[src/rtl/moving_avg_filter_pkg.sv]
// Shared constants and types for the ADC -> processor -> DAC sample path.
package moving_avg_filter_pkg;

    localparam int SAMPLE_DW     = 10;
    localparam int LOG2_TAPS_MIN = 1;
    localparam int LOG2_TAPS_MAX = 6;

    typedef logic [SAMPLE_DW-1:0] sample_t;

endpackage

[src/rtl/rise_detect.sv]
// Registered rising-edge detector: turns a level flag into a one-cycle accept strobe.
module rise_detect (
    input  logic clk,
    input  logic reset,
    input  logic level,
    output logic rise
);

    logic level_d;

    // NOTE: sequential state uses non-blocking assignments so every flop samples pre-edge values.
    always_ff @(posedge clk or posedge reset) begin
        if (reset) begin
            level_d <= 1'b0;
        end else begin
            level_d <= level;
        end
    end

    assign rise = level & ~level_d;

endmodule

[src/rtl/moving_avg_filter.sv]
// Box-car moving-average filter over the last 2^LOG2_TAPS accepted samples, with registered bypass.
module moving_avg_filter
    import moving_avg_filter_pkg::*;
#(
    parameter int LOG2_TAPS = 4,
    parameter int DW        = SAMPLE_DW
) (
    input  logic          sysclk,
    input  logic          reset,
    input  logic [DW-1:0] data_in,
    input  logic          data_valid,
    input  logic          enable,
    input  logic          clear,
    output logic [DW-1:0] data_out,
    output logic          out_valid,
    output logic          primed
);

    localparam int TAPS = 1 << LOG2_TAPS;
    localparam int SW   = DW + LOG2_TAPS;
    localparam logic [LOG2_TAPS:0] FULL = (LOG2_TAPS + 1)'(TAPS);

    generate
        if (LOG2_TAPS < LOG2_TAPS_MIN || LOG2_TAPS > LOG2_TAPS_MAX) begin : g_bad_taps
            $error("moving_avg_filter: LOG2_TAPS out of range");
        end
    endgenerate

    logic [DW-1:0]        buffer [TAPS];
    logic [SW-1:0]        sum;
    logic [SW-1:0]        sum_next;
    logic [LOG2_TAPS-1:0] ptr;
    logic [LOG2_TAPS:0]   fill;
    logic [DW-1:0]        oldest;
    logic                 rise;

    rise_detect u_rise (
        .clk   (sysclk),
        .reset (reset),
        .level (data_valid),
        .rise  (rise)
    );

    // The evicted sample is always part of sum, so the subtraction never wraps.
    assign oldest   = buffer[ptr];
    assign sum_next = sum + SW'(data_in) - SW'(oldest);
    assign primed   = (fill == FULL);

    always_ff @(posedge sysclk or posedge reset) begin
        if (reset) begin
            data_out  <= '0;
            out_valid <= 1'b0;
            sum       <= '0;
            ptr       <= '0;
            fill      <= '0;
            // NOTE: the window lives in flops, not RAM, so every entry is reset to keep warm-up zero-filled.
            for (int i = 0; i < TAPS; i++) begin
                buffer[i] <= '0;
            end
        end else begin
            out_valid <= 1'b0;
            if (clear) begin
                sum  <= '0;
                ptr  <= '0;
                fill <= '0;
                for (int i = 0; i < TAPS; i++) begin
                    buffer[i] <= '0;
                end
            end else if (rise) begin
                sum         <= sum_next;
                buffer[ptr] <= data_in;
                ptr         <= ptr + 1'b1;
                if (fill != FULL) begin
                    fill <= fill + 1'b1;
                end
                // Bypass still updates the window so re-enabling yields a valid average at once.
                data_out  <= enable ? DW'(sum_next >> LOG2_TAPS) : data_in;
                out_valid <= 1'b1;
            end
        end
    end

endmodule
[config.mk]
export PLATFORM = sky130hd
export DESIGN_NAME = moving_avg_filter
export DESIGN_NICKNAME = d
export VERILOG_FILES = /design/src/rtl/moving_avg_filter_pkg.sv /design/src/rtl/rise_detect.sv /design/src/rtl/moving_avg_filter.sv
export SDC_FILE = /design/constraint.sdc
export NUM_CORES = 1
export LEC_CHECK = 0
export ABC_AREA = 1
export ABC_CLOCK_PERIOD_IN_PS = 8900
export CORE_MARGIN = 2
export CORE_UTILIZATION = 40
export DETAILED_ROUTE_END_ITERATION = 12
export GPL_ROUTABILITY_DRIVEN = 1
export PLACE_DENSITY = 0.61
export SLEW_MARGIN = 10
export SYNTH_ARGS = -nofsm -noshare
export SYNTH_HDL_FRONTEND = slang
export SYNTH_SLANG_ARGS = --single-unit
[constraint.sdc]
create_clock -name sysclk -period 8.9 [get_ports sysclk]
set_clock_uncertainty 0.15 [all_clocks]
set_input_delay 1.78 -clock sysclk [delete_from_list [all_inputs] [get_ports sysclk]]
set_output_delay 1.78 -clock sysclk [all_outputs]
set_load 0.02 [all_outputs]
# ---- Word level (Yosys, flattened, before mapping)
# Cells that the tools add are included.
dict set report totals {
  input_bits 15
  wordCells 57
  out_inout_bits 12
  reg_bits 195
}
dict set report classes {
  addsub 4
  n_eq_ne 2
  n_lt_le_gt_ge 2
  n_bitwise 4
  n_reduce_logical 5
  muxes 18
}
# cell n
set op_table {}
lappend op_table {{two-way mux 160 bit} 2}
lappend op_table {{bitwise mux 160 bit} 1}
lappend op_table {{binary-select mux 10 bit (select 4 bit)} 1}
lappend op_table {{demux 10 bit (select 4 bit)} 1}
lappend op_table {{two-way mux 10 bit} 4}
lappend op_table {{two-way mux 14 bit} 2}
lappend op_table {{two-way mux 5 bit} 3}
lappend op_table {{adder 14 x 10 -> 14 bit} 1}
lappend op_table {{subtractor 14 x 10 -> 14 bit} 1}
lappend op_table {{two-way mux 4 bit} 2}
lappend op_table {{adder 5 x 1 -> 5 bit (second input constant)} 1}
lappend op_table {{equality test 5 bit (second input constant)} 1}
lappend op_table {{greater-or-equal comparator 5 bit (second input constant)} 1}
lappend op_table {{< comparator 5 x 1 -> 1 bit (second input constant)} 1}
lappend op_table {{!= test 5 bit (second input constant)} 1}
lappend op_table {{NOT 4 -> 5 bit} 1}
lappend op_table {{adder 4 x 1 -> 4 bit (second input constant)} 1}
lappend op_table {{AND reduction 2 bit} 2}
lappend op_table {{nonzero test 2 bit} 2}
lappend op_table {{two-way mux 1 bit} 2}
lappend op_table {{NOT 1 bit} 2}
lappend op_table {{AND 1 bit} 1}
lappend op_table {{logical AND 1 bit} 1}

# ---- Longest topological paths before layout
# Gate-level depths: netlist of the first run.
dict set report depth {
  word_depth 8
  mapped_depth 22
  mapped_depth_nobuf 20
}

# ---- Modules after synthesis
# From an unflattened synthesis of the first run, not the netlist that was laid out.
dict set report hier_totals {
  hier_cells 1254
  hier_area_um2 10048.4
}
# mod seq_area_each_um2 cells_per_inst instances area_per_inst_um2
set modules_own_cells {}
lappend modules_own_cells {moving_avg_filter 4854.7 1250 1 10009.6}
lappend modules_own_cells {rise_detect 25.0 4 1 38.8}

# ---- Worst setup path after synthesis of the first run
# Ideal clock, no wire load.
dict set report synth_timing {
  path_type {input-to-reg}
  startpoint {input port data_in[7]}
  endpoint {register data_out[9]}
  t_required_ps 8634
  setup_time_ps 116
  cell_stages 15
  arrival_ps 3588
  path_slack_ps 5046
  n_path_buf 1
  path_cell_list {inv_1 > clkbuf_1 > fa_1 > inv_1 > ha_1 > nand2_1 > inv_1 > nand2_1 > nand2_1 > a21oi_1 > nand2_1 > nand2_1 > nand3_1 > nand2_1 > nand2_1}
}
dict set report synth_via {
  elab_chain_cells 3
}
# item line_no
set synth_lines {}
lappend synth_lines {{from (decl)} moving_avg_filter.sv:10} ;# input logic [DW-1:0] data_in,
lappend synth_lines {{adder 14 x 10 -> 14 bit} moving_avg_filter.sv:46} ;# assign sum_next = sum + SW'(data_in) - SW'(oldest);
lappend synth_lines {{subtractor 14 x 10 -> 14 bit} moving_avg_filter.sv:46}
lappend synth_lines {{two-way mux 10 bit} moving_avg_filter.sv:77} ;# data_out <= enable ? DW'(sum_next >> LOG2_TAPS) : data_in;
lappend synth_lines {{to (signal assigned)} moving_avg_filter.sv:77}
lappend synth_lines {{to (decl)} moving_avg_filter.sv:14} ;# output logic [DW-1:0] data_out,
# Every way passes these cells.
# A chain may end at the register's enable or synchronous reset.

# ---- Worst setup path after layout of the first run
dict set report layout_timing {
  startpoint {register ptr[0]}
  endpoint {register data_out[4]}
}
dict set report layout_via {
  elab_chain_cells 6
}
# item line_no
set layout_lines {}
lappend layout_lines {{from (decl)} moving_avg_filter.sv:32} ;# logic [LOG2_TAPS-1:0] ptr;
lappend layout_lines {{from (signal assigned)} moving_avg_filter.sv:72} ;# ptr <= ptr + 1'b1;
lappend layout_lines {{NOT 4 -> 5 bit (implied by the code)} moving_avg_filter.sv:45} ;# assign oldest = buffer[ptr];
lappend layout_lines {{binary-select mux 10 bit (select 4 bit)} moving_avg_filter.sv:45}
lappend layout_lines {{two-way mux 10 bit (implied by the code) (2 in a row)} moving_avg_filter.sv:45}
lappend layout_lines {{subtractor 14 x 10 -> 14 bit} moving_avg_filter.sv:46}
lappend layout_lines {{two-way mux 10 bit} moving_avg_filter.sv:77}
# Every way passes these cells. The select of a mux whose other input is x is not followed.

==> results of run 1 <==
## logic make-up (layout without fill, tap and decap cells)
logic type	after synthesis	in the layout	synth area share
AO/OA/AOI/OAI	365	365	0.188
XOR/XNOR	7	7	0.00602
adder cells (fa/ha/maj)	30	30	0.0442
buffers and inverters	250	242	0.102
flip-flops	195	195	0.479
AND/OR/NAND/NOR	414	414	0.180
## power groups by stage
stage	Sequential [W]	Clock, W	Combinational, W
3_5_place_dp	0.000956	0	0.000612
6_report	0.000940	0.000760	0.000620
5_1_grt	0.000944	0.000810	0.000697
3_3_place_gp	0.000958	0	0.000609
4_1_cts	0.000940	0.000772	0.000616
2_1_floorplan	0.000973	0	0.000415
## metal layers
layer	wire length [µm]	GRT usage	vias up
met5	0	0	-
met4	534	0.0594	0
met3	1990	0.0371	41
met2	14100	0.369	340
met1	13900	0.345	4362
li1	-	-	4167
## sequential cells by signal, summed over array words and instances, names as in the netlist
name / flops
buffer: 160
sum: 14
data_out: 10
fill: 5
ptr: 4
out_valid: 1
u_rise.level_d: 1
## through the flow
| step | hold slack, ps | setup WS, ps | std cells | instance area (µm²) |
|---|---|---|---|---|
| 3_5_place_dp | 325 | 4180 | 1551 | 10600 |
| 6_report | 351 | 4510 | 1583 | 11100 |
| 3_3_place_gp | 332 | 4240 | 1551 | 10600 |
| 2_1_floorplan | 318 | 1660 | 1261 | 10200 |
| 4_1_cts | 353 | 4600 | 1583 | 11100 |
| 5_1_grt | 371 | 4300 | 1583 | 11100 |
## path summary, 6_finish.rpt
kind,slack (ps),to,cells past startpoint
min in group asynchronous,1750,buffer[29],2
worst max-delay path,4510,data_out[4],16
max in group asynchronous,5250,ptr[0],3
worst min register to register,350,data_out[0],2
worst max register to register,4510,data_out[4],16
worst min-delay path,350,data_out[0],2
## synthesized netlist by cell type (2+ instances only)
| library cell | n |
|---|---|
| buf_4 | 3 |
| nand2_2 | 7 |
| a21oi_1 | 77 |
| nor2_4 | 2 |
| nand3_1 | 133 |
| o22ai_1 | 63 |
| nand4_1 | 15 |
| ha_1 | 20 |
| xnor2_1 | 2 |
| buf_6 | 8 |
| buf_1 | 3 |
| inv_1 | 168 |
| a21boi_1 | 3 |
| nor2_1 | 52 |
| o21ai_1 | 45 |
| inv_2 | 9 |
| fa_1 | 10 |
| dfrtp_1 | 195 |
| clkbuf_1 | 37 |
| buf_2 | 20 |
| nor2_2 | 9 |
| nand2_1 | 188 |
| nor3_1 | 2 |
| or2_2 | 2 |
| xor2_1 | 5 |
| clkinv_1 | 2 |
| o21ai_0 | 175 |
## final cells by class
class,count,share of cell area
clock buffers,17,0.0383
inverters,179,0.0612
multi-input cells,816,0.384
repair buffers,31,0.0279
clock inverters,15,0.0129
well taps,330,0.0371
flip-flops and latches,195,0.439
## worst max-delay path: cells and delay by family, from the launching register on
kind / cells / cell delay, ps
and+or+nand+nor: 8 / 1110
AOI/OAI and AO/OA: 2 / 480
adders and majority gates: 2 / 890
DFF: 1 / 360
xor gates and xnor gates: 1 / 200
buffers and inverters: 3 / 1090
==> metrics.txt, run 1 <==
share of power burned in registers=0.405; status=finished clean; fill cell count=2586; pwr dens=between 200 and 250 mW/mm²; NumNets Final=~1300; min-delay src=data_out[0]; Yosys Warn Count=0; detailed placement HPWL=roughly 20000 µm; Iter 0 DRT Violations=roughly 1100; average vias per placed instance=~5.6; syn avg cell area=8.07 µm²; CP most frequent cell=nand2_1; CP max FO=44; Max Cap Violations=0; Port Buffer Count=26; drt wl/cell=19.3 µm; leakage power=between 4 and 5 nW; post-synthesis cell type count=33; Clk Latency, worst-skew pair=between 400 and 500 ps; switching power total=just over 0.0008 W; Reg-to-Reg Start=ptr[0]; Pins Over Slew Limit=0; Fmax=~0.23 GHz; Die X=around 160 µm; CTS-repair resized insts=0; CTS Sinks=a little under 200; Logic pwr share=0.267; initial core utilization=0.405; drt drc=0; synthesized flop and latch total=between 150 and 200; Synth area leader=dfrtp_1; root buf cell=clkbuf_16; switching part of the total=0.353; clock share of power=0.328; worst setup path class=reg2reg; net count after synthesis=approximately 1300; unrepaired setup endpoints after global routing=no; die area=between 0.02 and 0.03 mm²; H-tree depth=4; TNS Setup=0 ps; Antenna Cells=0; Synth top area share=0.479; Post-synth EDFFs=0; Worst Hold Class=reg2reg; Syn-to-layout area delta=9.24%; cts bufs inserted=17; first-pass GRT wire length=48300 µm; Crit path required time=9130 ps; CP arrival=between 4000 and 5000 ps; Synth async-reset ratio=1.00; multi-input logic area=0.00427 mm²; worst-path cell chain=clkinv_1 > buf_4 > o21ai_0 > nand2_1 > nand2_1 > nand4_1 > fa_1 > inv_1 > ha_1 > nand2_1 > nor2_1 > nand2_1 > nand2_1 > xor2_1 > nand2_1 > a21boi_1; largest net degree at the start of global routing=approximately 120; Hold Buf Count CTS=0; fin util=0.443; commonest non-fill, non-tap cell in the layout=dfrtp_1; Worst-path clk slew=~80 ps; type of destination of the critical path=flop; flip-flop and latch area=roughly 0.0049 mm²; Synth Instances=about 1300; largest cells by area after synthesis=dfrtp_1 48%, o21ai_0 8.6%, nand2_1 6.9%; die height=~160 µm; layout cell share with drive strength beyond 1=0.0559; GRT overflow=0; worst vdd ir=approximately 0.13 mV; Seq/Total Area, Yosys=0.479; total wire length=around 30000 µm; Post-Syn Area=0.0102 mm²; Worst Max-Slew Pin Slew=1020 ps; FP Rows=58; Setup crit start=ptr[0]; most frequent cells in the layout=193 x dfrtp_1, 188 x nand2_1, 175 x o21ai_0; setup bufs post-CTS=0; gr usage total=0.237; initial antenna violation count=0; Critical Path Source Type=flop; drt first pass iters=5; CTS tree=yes; vias in the first global route=between 8000 and 9000; CP peak stage delay=roughly 550 ps; I/O Pins=27; Final Hold Viols=0; gpl congestion=roughly 0.91; Worst path slowest cell=fa_1; Final period util=0.493; Max-slew headroom=0.321; minimum clock period=around 4400 ps; core outline area=between 0.02 and 0.03 mm²; final setup violation count=0; CTS max path bufs=2; Routed Antenna Nets=0; Main synth FF type=dfrtp_1; Via Count=8910; final total power=roughly 0.0023 W; Power Internal=roughly 0.0015 W
No activity file was read; power rests on OpenSTA's default activity.
==> run 2, diff against run 1 <==
ABC_CLOCK_PERIOD_IN_PS = 3800   (was 8900)
PLACE_DENSITY = 0.63   (was 0.61)
clock period = 3.8 ns   (was 8.9 ns; I/O delays follow)
==> run 2 against run 1 <==
Against the previous run: final cell count rose by 1.5%; first-iteration DRC count fell by 17%; setup slack got worse by 4300 ps; critical path type unchanged; combinational power rose by 140%; sequential power rose by 130%.
==> metrics.txt, run 2 (synthesized netlist as in run 1, its figures left out) <==
fin util=0.457 (+0.0140); NumNets Final=1308 (+1.8%); pwr dens=496 mW/mm² (+140%); CP peak stage delay=500 ps (-50 ps); FP Rows=58 (unchanged); Crit path required time=4020 ps (-5110 ps); detailed placement HPWL=21500 µm (+6.9%); die area=0.0267 mm² (unchanged); Final period util=0.945 (+0.452); Worst Hold Class=reg2reg; Pins Over Slew Limit=0 (unchanged); leakage power=5.17 nW (+3.5%); initial antenna violation count=0 (unchanged); die height=164 µm (unchanged); Worst Max-Slew Pin Slew=804 ps (-214 ps); gpl congestion=0.947 (+4.0%); root buf cell=clkbuf_16; global routing's busiest layer=met2; Worst-path clk slew=70 ps (about the same); clock share of power=0.349 (+0.021); CTS tree=yes; Top Registers=buffer x160, sum x14, data_out x10; Antenna Cells=0 (unchanged); Iter 0 DRT Violations=936 (-17%); Critical Path Source Type=flop; share of power burned in registers=0.388 (-0.017); drt drc=0 (unchanged); switching part of the total=0.337 (-0.0168); Die X=164 µm (unchanged); grt met3 use=0.0477 (+0.0107); drt wl/cell=19.6 µm (+1.5%); unrepaired setup endpoints after global routing=no; crit path buf inv count=2 (-1); first-pass GRT wire length=49600 µm (+2.7%); minimum clock period=3590 ps (-800 ps); Worst path slowest cell=fa_1; CTS Sinks=195 (unchanged); GR Util met2=0.373 (+0.00326); CP max FO=22 (-50%); average vias per placed instance=5.60 (-0.52%); Syn-to-layout area delta=12.7%; I/O Pins=27 (unchanged); CP most frequent cell=nand2_1; vias in the first global route=8581 (+2.5%); worst setup path class=reg2reg; Logic pwr share=0.263 (-0.004); Inst Count DP=1573 (+1.4%); cell area after layout=0.0115 mm² (+3.1%); most frequent cells in the layout=193 x dfrtp_1, 188 x nand2_1, 172 x o21ai_0; Via Count=8992 (+0.92%); Clk Latency, worst-skew pair=450 ps (about the same); H-tree depth=4 (unchanged); GRT overflow=0 (unchanged); gr usage total=0.243 (+0.00609); Power Internal=0.00377 W (+150%); TNS Setup=0 ps (unchanged); core outline area=0.0251 mm² (unchanged); Max Cap Violations=0 (unchanged); type of destination of the critical path=flop; drt first pass iters=6 (+1); status=finished clean; Top Family by Delay on Critical Path=adder cells; setup bufs post-CTS=0 (unchanged); Largest register FFs=160 (unchanged); final setup violation count=0 (unchanged); post-route insts no fill=1606 (+1.5%); Final Hold Viols=0 (unchanged); hold_ws=336 ps (-14.5 ps); Port Buffer Count=26 (unchanged); CP arrival=3810 ps (-810 ps); R2R setup slack=210 ps (-4300 ps); commonest non-fill, non-tap cell in the layout=dfrtp_1; largest net degree at the start of global routing=83 (-33%); worst vdd ir=0.353 mV (+170%); Max-slew headroom=0.463 (+0.142); met1 Use GR=0.346 (+0.00129); worst-path cell chain=buf_4 > o21ai_0 > nand2_1 > nand2_1 > nand4_1 > fa_1 > inv_1 > fa_1 > nand3_1 > nand3_1 > nand2_1 > nand2_1 > xor2_1 > nand2_1 > a21boi_1; Routed Antenna Nets=0 (unchanged); initial core utilization=0.405 (unchanged); layout cell share with drive strength beyond 1=0.0752 (+0.0194); CTS max path bufs=2 (unchanged); DP Area=0.0108 mm² (+2.2%); Fmax=0.278 GHz (+22%); cts bufs inserted=17 (unchanged); switching power total=0.00191 W (+130%); total wire length=31500 µm (+3.0%); largest register by flop count=buffer
## run 2: layout make-up
type                            instances  area [µm²]
Fill cell                            2544       13600
Sequential cell                       195        4880
Multi-Input combinational cell        816        4270
Inverter                              179         681
Timing Repair Buffer                   54         587
Clock buffer                           19         453
Tap cell                              330         413
Clock inverter                         13         183
## run 2: power groups by stage
stage	logic [W]	registers [W]	clock network [W]
after floorplan	0.000973	0.00228	0
after global placement	0.00145	0.00224	0
after detailed placement	0.00146	0.00224	0
after CTS	0.00147	0.00220	0.00199
after global routing	0.00168	0.00221	0.00208
final	0.00150	0.00220	0.00198
## run 2: worst paths after layout
check,start,end,depth (start not counted)
hold reg to reg,data_out[5],data_out[5],2
max in group asynchronous,reset,buffer[7],4
setup / recovery,ptr[0],data_out[2],15
hold / removal,data_out[5],data_out[5],2
setup reg to reg,ptr[0],data_out[2],15
min in group asynchronous,reset,buffer[143],2
## run 2: worst reg2reg max path: stages (launching register included)
cell and delay [ps]:
dfrtp_2 490, buf_4 240, o21ai_0 380, nand2_1 120
nand2_1 90, nand4_1 130, fa_1 500, inv_1 70
fa_1 500, nand3_1 120, nand3_1 180, nand2_1 110
nand2_1 70, xor2_1 180, nand2_1 70, a21boi_1 130
## run 2: timing repair
item | in CTS | in global routing
hold buffers | 0 | 0
endpoints found under the setup margin | 0 | 7
resized for setup | 0 | 8
## run 2: layer usage
layer,wire length [µm],vias to the layer above
met4,854,0
met2,14200,361
met1,14100,4368
met3,2370,53
li1,-,4210
met5,0,-
## run 2: per-stage QoR
step	worst slack, ps	total power (W)
floorplan	372	0.00325
global placement	269	0.00370
detailed placement	232	0.00370
CTS	269	0.00567
global route	9.86	0.00597
finish	209	0.00569
==> run 3, diff against run 2 <==
--- a/config.mk
+++ b/config.mk
@@ -9,8 +9,8 @@
 export ABC_CLOCK_PERIOD_IN_PS = 3800
 export CORE_MARGIN = 2
-export CORE_UTILIZATION = 40
+export CORE_UTILIZATION = 56
 export DETAILED_ROUTE_END_ITERATION = 12
 export GPL_ROUTABILITY_DRIVEN = 1
-export PLACE_DENSITY = 0.63
+export PLACE_DENSITY = 0.81
 export SLEW_MARGIN = 10
 export SYNTH_ARGS = -nofsm -noshare
--- a/constraint.sdc
+++ b/constraint.sdc
@@ -3,3 +3,3 @@
 set_input_delay 0.76 -clock sysclk [delete_from_list [all_inputs] [get_ports sysclk]]
 set_output_delay 0.76 -clock sysclk [all_outputs]
-set_load 0.02 [all_outputs]
+set_load 0.05 [all_outputs]
==> run 3 against run 2 <==
Against the previous run: critical path depth up 1; routed wire length fell by 6.5%; cell area decreased by 1.0%; first-iteration DRC count up 35%; critical endpoint is now data_out[3]; sequential share of layout area grew 0.43 points; setup slack worse by 45 ps; register-to-register slack lost 40 ps; die area shrank 28%.
==> metrics.txt, run 3 (synthesized netlist as in run 1, its figures left out) <==
multi-input logic area=0.00427 mm² (-0.18%); Worst Hold Class=reg2reg; crit path buf inv count=3 (+1); CP most frequent cell=nand2_1; Worst path slowest cell=fa_1; post-route insts no fill=1506 (-6.2%); Routed Antenna Nets=0 (unchanged); core outline area=0.0179 mm² (-29%); gr usage total=0.309 (+0.0661); largest register by flop count=buffer; root buf cell=clkbuf_16; average vias per placed instance=6.12 (+9.4%); cell area after layout=0.0114 mm² (-1.0%); Clk Latency, worst-skew pair=450 ps (about the same); drt drc=0 (unchanged); Iter 0 DRT Violations=1263 (+35%); commonest non-fill, non-tap cell in the layout=dfrtp_1; FP Rows=49 (-16%); Die X=139 µm (-15%); Top Family by Delay on Critical Path=adder cells; CTS max path bufs=2 (unchanged); total wire length=29500 µm (-6.5%); layout cell share with drive strength beyond 1=0.0728 (-0.00241); drt first pass iters=7 (+1); DP Area=0.0107 mm² (-0.94%); worst-path cell chain=buf_4 > clkbuf_16 > o21ai_0 > nand2_1 > nand2_1 > nand4_1 > fa_1 > inv_1 > ha_1 > nand2_1 > nor2_1 > nand2_1 > nand2_1 > xor2_1 > nand2_1 > a21boi_1; Antenna Cells=0 (unchanged); CP peak stage delay=560 ps (+60 ps); Max-slew headroom=0.468 (+0.00490); initial antenna violation count=0 (unchanged); R2R setup slack=160 ps (-40 ps); Critical Path Source Type=flop; fill cell count=1511 (-41%); fin util=0.634 (+0.177); Inst Count DP=1472 (-6.4%); gpl congestion=1.05 (+11%); worst vdd ir=0.508 mV (+44%); hold endpoint=data_out[5]; die area=0.0193 mm² (-28%); Final Hold Viols=0 (unchanged); R2R depth=16 (+1); I/O Pins=27 (unchanged); min-delay src=data_out[5]; GRT overflow=0 (unchanged); Setup crit start=ptr[0]; detailed placement HPWL=19900 µm (-7.6%); H-tree depth=4 (unchanged); CTS tree=yes; Port Buffer Count=26 (unchanged); status=finished clean; Syn-to-layout area delta=11.6%; Hold Buf Count CTS=0 (unchanged); WHS Path Cells=2 (unchanged); initial core utilization=0.569 (+0.163); CP max FO=52 (+140%); first-pass GRT wire length=46900 µm (-5.4%); Max Cap Violations=0 (unchanged); CTS Sinks=195 (unchanged); Reg-to-Reg Start=ptr[0]; CP arrival=3860 ps (+50 ps); final setup violation count=0 (unchanged); minimum clock period=3640 ps (+44.8 ps); Worst-path clk slew=80 ps (about the same); Final period util=0.957 (+0.0118); worst setup path class=reg2reg; type of destination of the critical path=flop; largest net degree at the start of global routing=105 (+27%); hold_ws=347 ps (+11.2 ps); flip-flop and latch area=0.00488 mm² (unchanged); cts bufs inserted=17 (unchanged); Largest register FFs=160 (unchanged); Worst Max-Slew Pin Slew=796 ps (-8.13 ps); drt wl/cell=19.6 µm (-0.25%); Via Count=9222 (+2.6%); Pins Over Slew Limit=0 (unchanged); leakage power=5.17 nW (about the same); Critical R2R Capture=data_out[3]; Top Registers=buffer x160, sum x14, data_out x10; pwr dens=499 mW/mm² (+0.71%); die height=139 µm (-15%); most frequent cells in the layout=193 x dfrtp_1, 188 x nand2_1, 171 x o21ai_0; Fmax=0.275 GHz (-1.2%); vias in the first global route=8748 (+1.9%); Crit path required time=4030 ps (about the same); TNS Setup=0 ps (unchanged); NumNets Final=1310 (+0.15%)
## run 3: worst reg2reg max path: cells and delay by family, from the launching register on
family                     cells  cell delay [ps]
DFF                            1              440
AOI/OAI and AO/OA              2              440
adders and majority gates      2              920
buffers and inverters          3              430
and+or+nand+nor                8              900
xor gates and xnor gates       1              260
## run 3: final cells by class
cell class,count,share of cell area
multi-input combinational,816,0.376
clock inverter,11,0.0134
timing repair buffer,56,0.0560
tap,229,0.0252
sequential,195,0.430
inverter,179,0.0596
clock buffer,20,0.0402
## run 3: where the power goes
group	internal (W)	switching, W
registers	0.00216	0.0000448
clock network	0.00107	0.000829
logic	0.000516	0.00105
## run 3: what timing repair did
item,4_1_cts,5_1_grt
buffers inserted,0,2
endpoints found under the setup margin,0,4
gates resized for setup,0,5
endpoints found under the hold margin,0,0
## run 3: worst max-delay path by stage
stage / end / slack (ps) / depth (start not counted)
floorplan: buffer[0] / 370 / 1
global placement: data_out[5] / 340 / 18
detailed placement: data_out[5] / 290 / 19
CTS: data_out[3] / 270 / 16
global route: data_out[4] / -1 / 16
finish: data_out[3] / 160 / 16
## run 3: per-layer routing
layer | GRT usage | vias to the layer above | wire [µm]
li1 | - | 4200 | -
met1 | 0.434 | 4369 | 11900
met2 | 0.471 | 546 | 13300
met3 | 0.0698 | 107 | 3020
met4 | 0.124 | 0 | 1180
met5 | 0 | - | 0
## run 3: metrics by stage
step | power [W] | worst slack [ps]
3_3_place_gp | 0.00373 | 342
2_1_floorplan | 0.00334 | 372
5_1_grt | 0.00592 | -1.35
6_report | 0.00567 | 164
4_1_cts | 0.00562 | 268
3_5_place_dp | 0.00375 | 291
